[src/rtl/uart_pkg.sv]
// Shared types and constants for the UART frame scheduler.
`timescale 1ns/1ps
package uart_pkg;
  localparam int unsigned BYTE_W = 8;
  localparam logic [7:0] HEADER_DEF = 8'hA5;

  typedef enum logic [2:0] {
    IDLE, HDR, ID, PAY, CSUM, GAP, FIN
  } state_t;
endpackage

[src/rtl/rr_arbiter.sv]
// Combinational round-robin arbiter: first requester at or after ptr, wrapping.
`timescale 1ns/1ps
module rr_arbiter #(
  parameter int unsigned N_REQ = 2
) (
  input  logic [N_REQ-1:0] req,
  input  logic [2:0]       ptr,
  output logic [N_REQ-1:0] gnt,
  output logic [2:0]       idx,
  output logic             valid
);
  // Two passes: indices >= ptr first, then the wrapped-around low indices.
  always_comb begin
    gnt   = '0;
    idx   = '0;
    valid = 1'b0;
    for (int unsigned j = 0; j < N_REQ; j++) begin
      if (!valid && req[j] && (3'(j) >= ptr)) begin
        valid  = 1'b1;
        gnt[j] = 1'b1;
        idx    = 3'(j);
      end
    end
    for (int unsigned j = 0; j < N_REQ; j++) begin
      if (!valid && req[j]) begin
        valid  = 1'b1;
        gnt[j] = 1'b1;
        idx    = 3'(j);
      end
    end
  end
endmodule

[src/rtl/uart_tx_sched.sv]
// Shares one UART TX FIFO between requesters, emitting
// header / id / payload / checksum frames with one idle cycle after each write.
`timescale 1ns/1ps
module uart_tx_sched
  import uart_pkg::*;
#(
  parameter int unsigned N_REQ         = 2,
  parameter int unsigned PAYLOAD_BYTES = 2,
  parameter logic [7:0]  HEADER        = HEADER_DEF
) (
  input  logic                                clk,
  input  logic                                rst,
  input  logic [N_REQ-1:0]                    req,
  input  logic [N_REQ*PAYLOAD_BYTES*8-1:0]    payload,
  input  logic                                tx_full,
  output logic [7:0]                          w_data,
  output logic                                wr_uart,
  output logic [N_REQ-1:0]                    gnt,
  output logic [N_REQ-1:0]                    done,
  output logic                                busy
);
  localparam int unsigned PW = PAYLOAD_BYTES * BYTE_W;

  state_t           state_q, state_n, last_q, last_n;
  logic [2:0]       idx_q, idx_n, gidx_q, gidx_n, ptr_q, ptr_n;
  logic [PW-1:0]    pay_q, pay_n, pay_sel;
  logic [7:0]       csum_q, csum_n, w_data_n, cur_byte;
  logic             wr_n, busy_n;
  logic [N_REQ-1:0] gnt_n, done_n, arb_gnt;
  logic [2:0]       arb_idx;
  logic             arb_valid;

  rr_arbiter #(.N_REQ(N_REQ)) u_arb (
    .req   (req),
    .ptr   (ptr_q),
    .gnt   (arb_gnt),
    .idx   (arb_idx),
    .valid (arb_valid)
  );

  always_comb begin
    pay_sel = '0;
    for (int unsigned i = 0; i < N_REQ; i++) begin
      if (arb_gnt[i]) pay_sel = payload[i*PW +: PW];
    end
  end

  // Latched payload shifts left per byte sent, so the MSB byte is always current.
  always_comb begin
    case (state_q)
      HDR:     cur_byte = HEADER;
      ID:      cur_byte = {5'b0, gidx_q};
      PAY:     cur_byte = pay_q[PW-1 -: 8];
      CSUM:    cur_byte = csum_q;
      default: cur_byte = '0;
    endcase
  end

  always_comb begin
    state_n  = state_q;
    last_n   = last_q;
    idx_n    = idx_q;
    gidx_n   = gidx_q;
    ptr_n    = ptr_q;
    pay_n    = pay_q;
    csum_n   = csum_q;
    w_data_n = w_data;
    wr_n     = 1'b0;
    gnt_n    = gnt;
    done_n   = '0;
    case (state_q)
      IDLE: begin
        if (arb_valid) begin
          gnt_n   = arb_gnt;
          gidx_n  = arb_idx;
          pay_n   = pay_sel;
          idx_n   = '0;
          csum_n  = '0;
          state_n = HDR;
        end
      end
      HDR, ID, PAY, CSUM: begin
        if (!tx_full) begin
          w_data_n = cur_byte;
          wr_n     = 1'b1;
          last_n   = state_q;
          state_n  = GAP;
          if (state_q == ID) begin
            csum_n = cur_byte;
          end else if (state_q == PAY) begin
            csum_n = csum_q + cur_byte;
            pay_n  = pay_q << BYTE_W;
          end
        end
      end
      GAP: begin
        case (last_q)
          HDR: state_n = ID;
          ID:  state_n = PAY;
          PAY: begin
            if (idx_q == 3'(PAYLOAD_BYTES - 1)) begin
              state_n = CSUM;
            end else begin
              idx_n   = idx_q + 3'd1;
              state_n = PAY;
            end
          end
          default: state_n = FIN;
        endcase
      end
      FIN: begin
        done_n  = gnt;
        gnt_n   = '0;
        ptr_n   = (gidx_q == 3'(N_REQ - 1)) ? 3'd0 : gidx_q + 3'd1;
        state_n = IDLE;
      end
      default: state_n = IDLE;
    endcase
    busy_n = (state_n != IDLE);
  end

  always_ff @(posedge clk) begin
    if (rst) begin
      state_q <= IDLE;
      last_q  <= IDLE;
      idx_q   <= '0;
      gidx_q  <= '0;
      ptr_q   <= '0;
      pay_q   <= '0;
      csum_q  <= '0;
      w_data  <= '0;
      wr_uart <= 1'b0;
      gnt     <= '0;
      done    <= '0;
      busy    <= 1'b0;
    end else begin
      state_q <= state_n;
      last_q  <= last_n;
      idx_q   <= idx_n;
      gidx_q  <= gidx_n;
      ptr_q   <= ptr_n;
      pay_q   <= pay_n;
      csum_q  <= csum_n;
      w_data  <= w_data_n;
      wr_uart <= wr_n;
      gnt     <= gnt_n;
      done    <= done_n;
      busy    <= busy_n;
    end
  end
endmodule

[config.mk]
export PLATFORM = sky130hd
export DESIGN_NAME = uart_tx_sched
export DESIGN_NICKNAME = d
export VERILOG_FILES = /design/src/rtl/uart_pkg.sv /design/src/rtl/rr_arbiter.sv /design/src/rtl/uart_tx_sched.sv
export SDC_FILE = /design/constraint.sdc
export NUM_CORES = 1
export LEC_CHECK = 0
export ABC_AREA = 1
export BUFFER_PORTS_ARGS = -buffer_cell sky130_fd_sc_hd__buf_2
export CORE_ASPECT_RATIO = 0.75
export CORE_MARGIN = 2
export CORE_UTILIZATION = 47
export CTS_CLUSTER_SIZE = 10
export DETAILED_ROUTE_END_ITERATION = 16
export PLACE_DENSITY = 0.7
export SLEW_MARGIN = 0
export SYNTH_ARGS = -nofsm -noshare
export SYNTH_HDL_FRONTEND = slang
export SYNTH_SLANG_ARGS = --single-unit
[constraint.sdc]
create_clock -name clk -period 3.1 [get_ports clk]
set_input_delay 0.31 -clock clk [delete_from_list [all_inputs] [get_ports clk]]
set_output_delay 0.31 -clock clk [all_outputs]
set_load 0.02 [all_outputs]
Word level (Yosys, flattened, before mapping)
Cells that the tools add are included.
{"block": "op_classes", "addsub": 3, "magnitude_cmp": 2, "n_eq_ne": 18, "n_mux": 36, "n_bitwise": 3, "n_reduce_logical": 22}
{"op": "16-bit two-way mux", "n": 6}
{"op": "8-bit two-way mux", "n": 4}
{"op": "16-bit one-hot mux with 2 select lines", "n": 1}
{"op": "8-bit one-hot mux with 4 select lines", "n": 1}
{"op": "3-bit two-way mux", "n": 7}
{"op": "3-bit one-hot mux with 3 select lines", "n": 2}
{"op": "8-bit one-hot mux with 2 select lines", "n": 1}
{"op": "3-bit by 1-bit equality test with 1-bit output, second input constant", "n": 4}
{"op": "3-bit by 2-bit equality test with 1-bit output, second input constant", "n": 4}
{"op": "2-bit inequality test, second input constant", "n": 6}
{"op": "1-bit two-way mux", "n": 11}
{"op": "3-bit equality test, second input constant", "n": 3}
{"op": "8-bit adder", "n": 1}
{"op": "4-bit AND reduction", "n": 2}
{"op": "3-bit by 1-bit adder with 3-bit output, second input constant", "n": 2}
{"op": "1-bit by 3-bit greater-or-equal comparator with 1-bit output, first input constant", "n": 2}
{"op": "3-bit one-hot mux with 2 select lines", "n": 1}
{"op": "2-bit AND reduction", "n": 3}
{"op": "2-bit nonzero test", "n": 3}
{"op": "1-bit logical AND", "n": 5}
{"op": "5-bit AND reduction", "n": 1}
{"op": "2-bit one-hot mux with 2 select lines", "n": 1}
{"op": "2-bit OR reduction", "n": 2}
{"op": "4-bit OR reduction", "n": 1}
{"op": "other kinds (6)", "n": 10}
{"block": "totals", "ff_bits": 53, "input_bits": 37, "wordCells": 96}

Depth between registers and ports, before layout
{"block": "logic_depth", "depth_word": 16, "mapped_depth": 18}

Hierarchy
A second synthesis with hierarchy kept.
{"block": "hier_totals", "cells_unflattened": 434, "hier_area_um2": 2942.8}
{"module": "uart_tx_sched", "n_inst": 1, "cells_each": 420, "area_per_inst_um2": 2869.0, "seq_area_each_um2": 1061.0}
{"module": "rr_arbiter", "n_inst": 1, "cells_each": 14, "area_per_inst_um2": 73.8, "seq_area_each_um2": 0.0}

Worst setup path before layout
Ideal clock, no wire load.
{"block": "synth_timing", "path_type": "register to register", "startpoint": "register state_q[0]", "endpoint": "register csum_q[4]", "t_arrival_ns": 2.028, "path_slack_ns": 0.940, "path_stages_with_launch": 18, "path_buffers": 1, "synth_period_minus_slack_ns": 2.160, "cell_sequence": "dfxtp_1 -> buf_4 -> nor2_1 -> nand2_2 -> inv_2 -> nand2_1 -> nand2_1 -> a211oi_1 -> inv_1 -> ha_1 -> inv_1 -> fa_1 -> inv_1 -> nand2_1 -> nand2_1 -> nor2_1 -> o21ai_0 -> a21oi_1"}
{"block": "synth_between", "elab_chain_cells": 7, "elab_cells_between_ends": 17, "cone_classes": "add/sub (1); eq/ne (7); mux (5); reduce/logical (4)"}
{"item": "from (decl)", "line": "uart_tx_sched.sv:24", "text": "state_t state_q, state_n, last_q, last_n;"}
{"item": "from (signal assigned)", "line": "uart_tx_sched.sv:137", "text": "state_q <= state_n;"}
{"item": "3-bit equality test (tied with other cells)", "line": "uart_tx_sched.sv:50", "text": "case (state_q)"}
{"item": "8-bit one-hot mux with 4 select lines (*)", "line": "uart_tx_sched.sv:50"}
{"item": "via cur_byte[0]", "line": "uart_tx_sched.sv:27", "text": "logic [7:0] csum_q, csum_n, w_data_n, cur_byte;"}
{"item": "8-bit adder (*)", "line": "uart_tx_sched.sv:91", "text": "csum_n = csum_q + cur_byte;"}
{"item": "8-bit two-way mux (*)", "line": "uart_tx_sched.sv:90", "text": "end else if (state_q == PAY) begin"}
{"item": "8-bit two-way mux (*)", "line": "uart_tx_sched.sv:88", "text": "if (state_q == ID) begin"}
{"item": "8-bit two-way mux (*)", "line": "uart_tx_sched.sv:83", "text": "if (!tx_full) begin"}
{"item": "8-bit one-hot mux with 2 select lines (*)", "line": "uart_tx_sched.sv:71", "text": "case (state_q)"}
{"item": "to (signal assigned)", "line": "uart_tx_sched.sv:143", "text": "csum_q <= csum_n;"}
{"item": "to (decl)", "line": "uart_tx_sched.sv:27"}
The timed path passes the listed nets; every way through them passes the cells marked *. The select of a mux whose other input is x is not followed.
A chain may end at the register's enable or synchronous reset.

Final worst setup path
{"block": "layout_timing", "startpoint": "register state_q[2]", "endpoint": "register csum_q[4]"}
The elaborated chain is that of the path after synthesis.

==> run metrics <==
CTS tree=yes; total track usage=22.22%; pwr dens=601.4 mW/mm^2; Layout Cells excl Fill=487; Layout area overhead=15.66%; max incr delay on CP=590 ps; number of synthesized register bits=49; first-pass GRT wire length=10.93 mm; final wirelength=6.395 mm; Final Slew Violations=0; Fin Clk Skew=2.711 ps; via count=2,602; TritonRoute pass-1 iters=5; crit path kind=reg -> reg; max_cap viols=0; core area=0.005381 sq mm; Final Cycle Share=86.66%; vias in the first global route=2,259; # port buffers=50; mux cell area share after synthesis=0%; Avg Vias per Cell=5.343; Longest Clk Path Bufs=2; largest family of logic cells by synthesized area=simple AND/OR/NAND/NOR gates; Die H=68.97 microns; Top cell by count, worst path=nand2_1; synth unique cells=37; RSZ-0062 raised after global routing=false; peak supply drop=0.0002865 V; Slowest-stage cell, CP=dfxtp_1; Post-CTS Hold Fix Bufs=0; Routed Antenna Nets=0; later-pin clock latency in the skew report=300 ps; register area=980.9 sq um; startpoint types=register; XOR/XNOR share of the synthesized area=0.6623%; Switching Power=0.6583 mW; clock slew seen by the registers of the worst setup and hold paths=90 ps; n_diodes=0; CP Buf/Inv Count=5; Syn Area/Cell=7.267 sq um; FF-to-FF setup slack=410 ps; number of cells after detailed placement=479; Leakage Power=1.340 nW; Final nets=457; internal power=1.182 mW; minimum clock period=2686 ps; design area=0.003059 sq mm; most used flip-flop cell after synthesis=dfxtp_1; Layout Utilization=56.85%; setup tns final=0 ps; number of flops mapped to enable cells by yosys=0; compound-cell area share of the yosys netlist=23.94%; DP Area=0.002943 sq mm; total grt overflow=0; H-tree depth=2; WP data arrival=2870 ps; die area=0.006250 sq mm; row count=23; area share of and/or/nand/nor cells after synthesis=25.21%; worst slew pin tran=556.4 ps; sequential area share after synthesis=37.09%; YS warnings=0; delay-heaviest family, CP=flip-flops; Adder-Cell Fraction of Synth Area=4.541%; critical-path cell list=inv_1 > nand3_1 > inv_1 > nand2_1 > nand2_1 > a211oi_1 > inv_1 > ha_1 > inv_1 > fa_1 > inv_1 > nand2_1 > nand2_1 > nand2_1 > nand2_1 > o21ai_0 > a21oi_1; FFs w/ async S/R, synth=0%; gpl congestion=0.8972; clk sink count=49; status=finished clean; Max FO, Critical Path=9; area of the multi-input gates=0.001438 sq mm; sw frac=35.78%; clock buffer count from CTS=5; CP required=3280 ps; Final Hold Violating Endpoints=0; pin count of the biggest net entering global routing=29; Gate Count Post-Synth=364; detailed router's first-iteration violation count=168; num ports=51; Hold Path Class=in -> reg; share of cells above drive strength 1=18.20%; Routed wire per std cell=13.13 microns; Die Wd=90.63 microns; initial antenna violation count=0; most frequent cells in the layout=nand2_1 (90), buf_2 (50), dfxtp_1 (49), inv_1 (38), a21oi_1 (30); Filler cells=537; initial core utilization=49.15%; fmax=0.3723 GHz; DR DRC count=0; commonest non-fill, non-tap cell in the layout=nand2_1; postcts setup bufs=0; Post-Syn Area=0.002645 sq mm; Seq pwr share=43.3%; DPL Wire Length=4.830 mm; final-report setup violation count=0; Post-Syn Nets=410; post-CTS sizing=0; Relative slew margins=62.82%; Logic pwr share=30.8%; CP Capture Type=register; Clock power frac=25.8%; Root Buffer=clkbuf_8
flip-flops by register name, indices dropped and copies added, names as in the netlist:
name and cells:
ptr_q 1, done 2, csum_q 8, gidx_q 1, wr_uart 1, pay_q 16
state_q 3, busy 1, last_q 3, gnt 2, idx_q 3, w_data 8
cell type report:
| type | count | share of cell area [%] |
|---|---|---|
| Clock buffer | 7 | 2.822 |
| Clock inverter | 1 | 0.9816 |
| Inverter | 42 | 5.153 |
| Multi-Input combinational cell | 260 | 46.99 |
| Sequential cell | 49 | 32.07 |
| Tap cell | 75 | 3.067 |
| Timing Repair Buffer | 53 | 8.916 |
power groups by stage:
stage | logic [mW] | registers (mW) | clock network, mW
after floorplan | 0.416 | 0.811 | 0
after global placement | 0.563 | 0.807 | 0
after detailed placement | 0.563 | 0.811 | 0
after CTS | 0.567 | 0.796 | 0.486
after global routing | 0.647 | 0.809 | 0.511
final | 0.567 | 0.797 | 0.476
per-layer routing:
layer	vias up	global-route usage (%)	wire length, microns
met5	-	0	0
met4	0	5.962	49
met3	7	4.239	397
met2	84	33.96	2632
met1	1177	32.27	3315
li1	1334	-	-
kinds of logic (layout without fill, tap and decap cells):
group	after synthesis	after routing
AO/OA/AOI/OAI	96	96
XOR/XNOR	2	2
adder cells (fa/ha/maj)	9	9
buffers and inverters	55	103
flip-flops	49	49
AND/OR/NAND/NOR	153	153
tightest hold or removal path: stages:
cell,delay (ps)
buf_2,150
nor2_1,60
nand2_1,50
a21oi_1,60
synthesized netlist by cell type (all sizes together), types with 2 or more instances:
cell type	number	area [sq um]
nand2	91	344.1
dfxtp	49	980.9
inv	42	157.6
nor2	32	140.1
a21oi	30	150.1
o21ai	24	135.1
nand3	19	100.1
a32o	16	160.2
a31oi	10	62.56
ha	8	100.1
buf	7	46.29
nor3	7	57.55
clkbuf	6	22.52
a211oi	3	22.52
a22o	3	26.28
o211ai	3	22.52
a21boi	2	15.01
nand4	2	12.51
o22ai	2	12.51
xor2	2	17.52
stage by stage:
step	hold WS, ps	worst slack, ps	power, mW
2_1_floorplan	445.0	940.1	1.227
3_3_place_gp	431.6	626.4	1.369
3_5_place_dp	435.5	479.1	1.373
4_1_cts	346.4	454.2	1.850
5_1_grt	351.7	75.12	1.966
6_report	362.2	413.7	1.840
final timing paths:
check,from,endpoint,cells after the start
setup / recovery,state_q[2],csum_q[4],17
hold / removal,tx_full,csum_q[1],4
setup reg to reg,state_q[2],csum_q[4],17
hold reg to reg,gnt[0],done[0],2
Note: power is estimated with default switching activity, not from simulation.
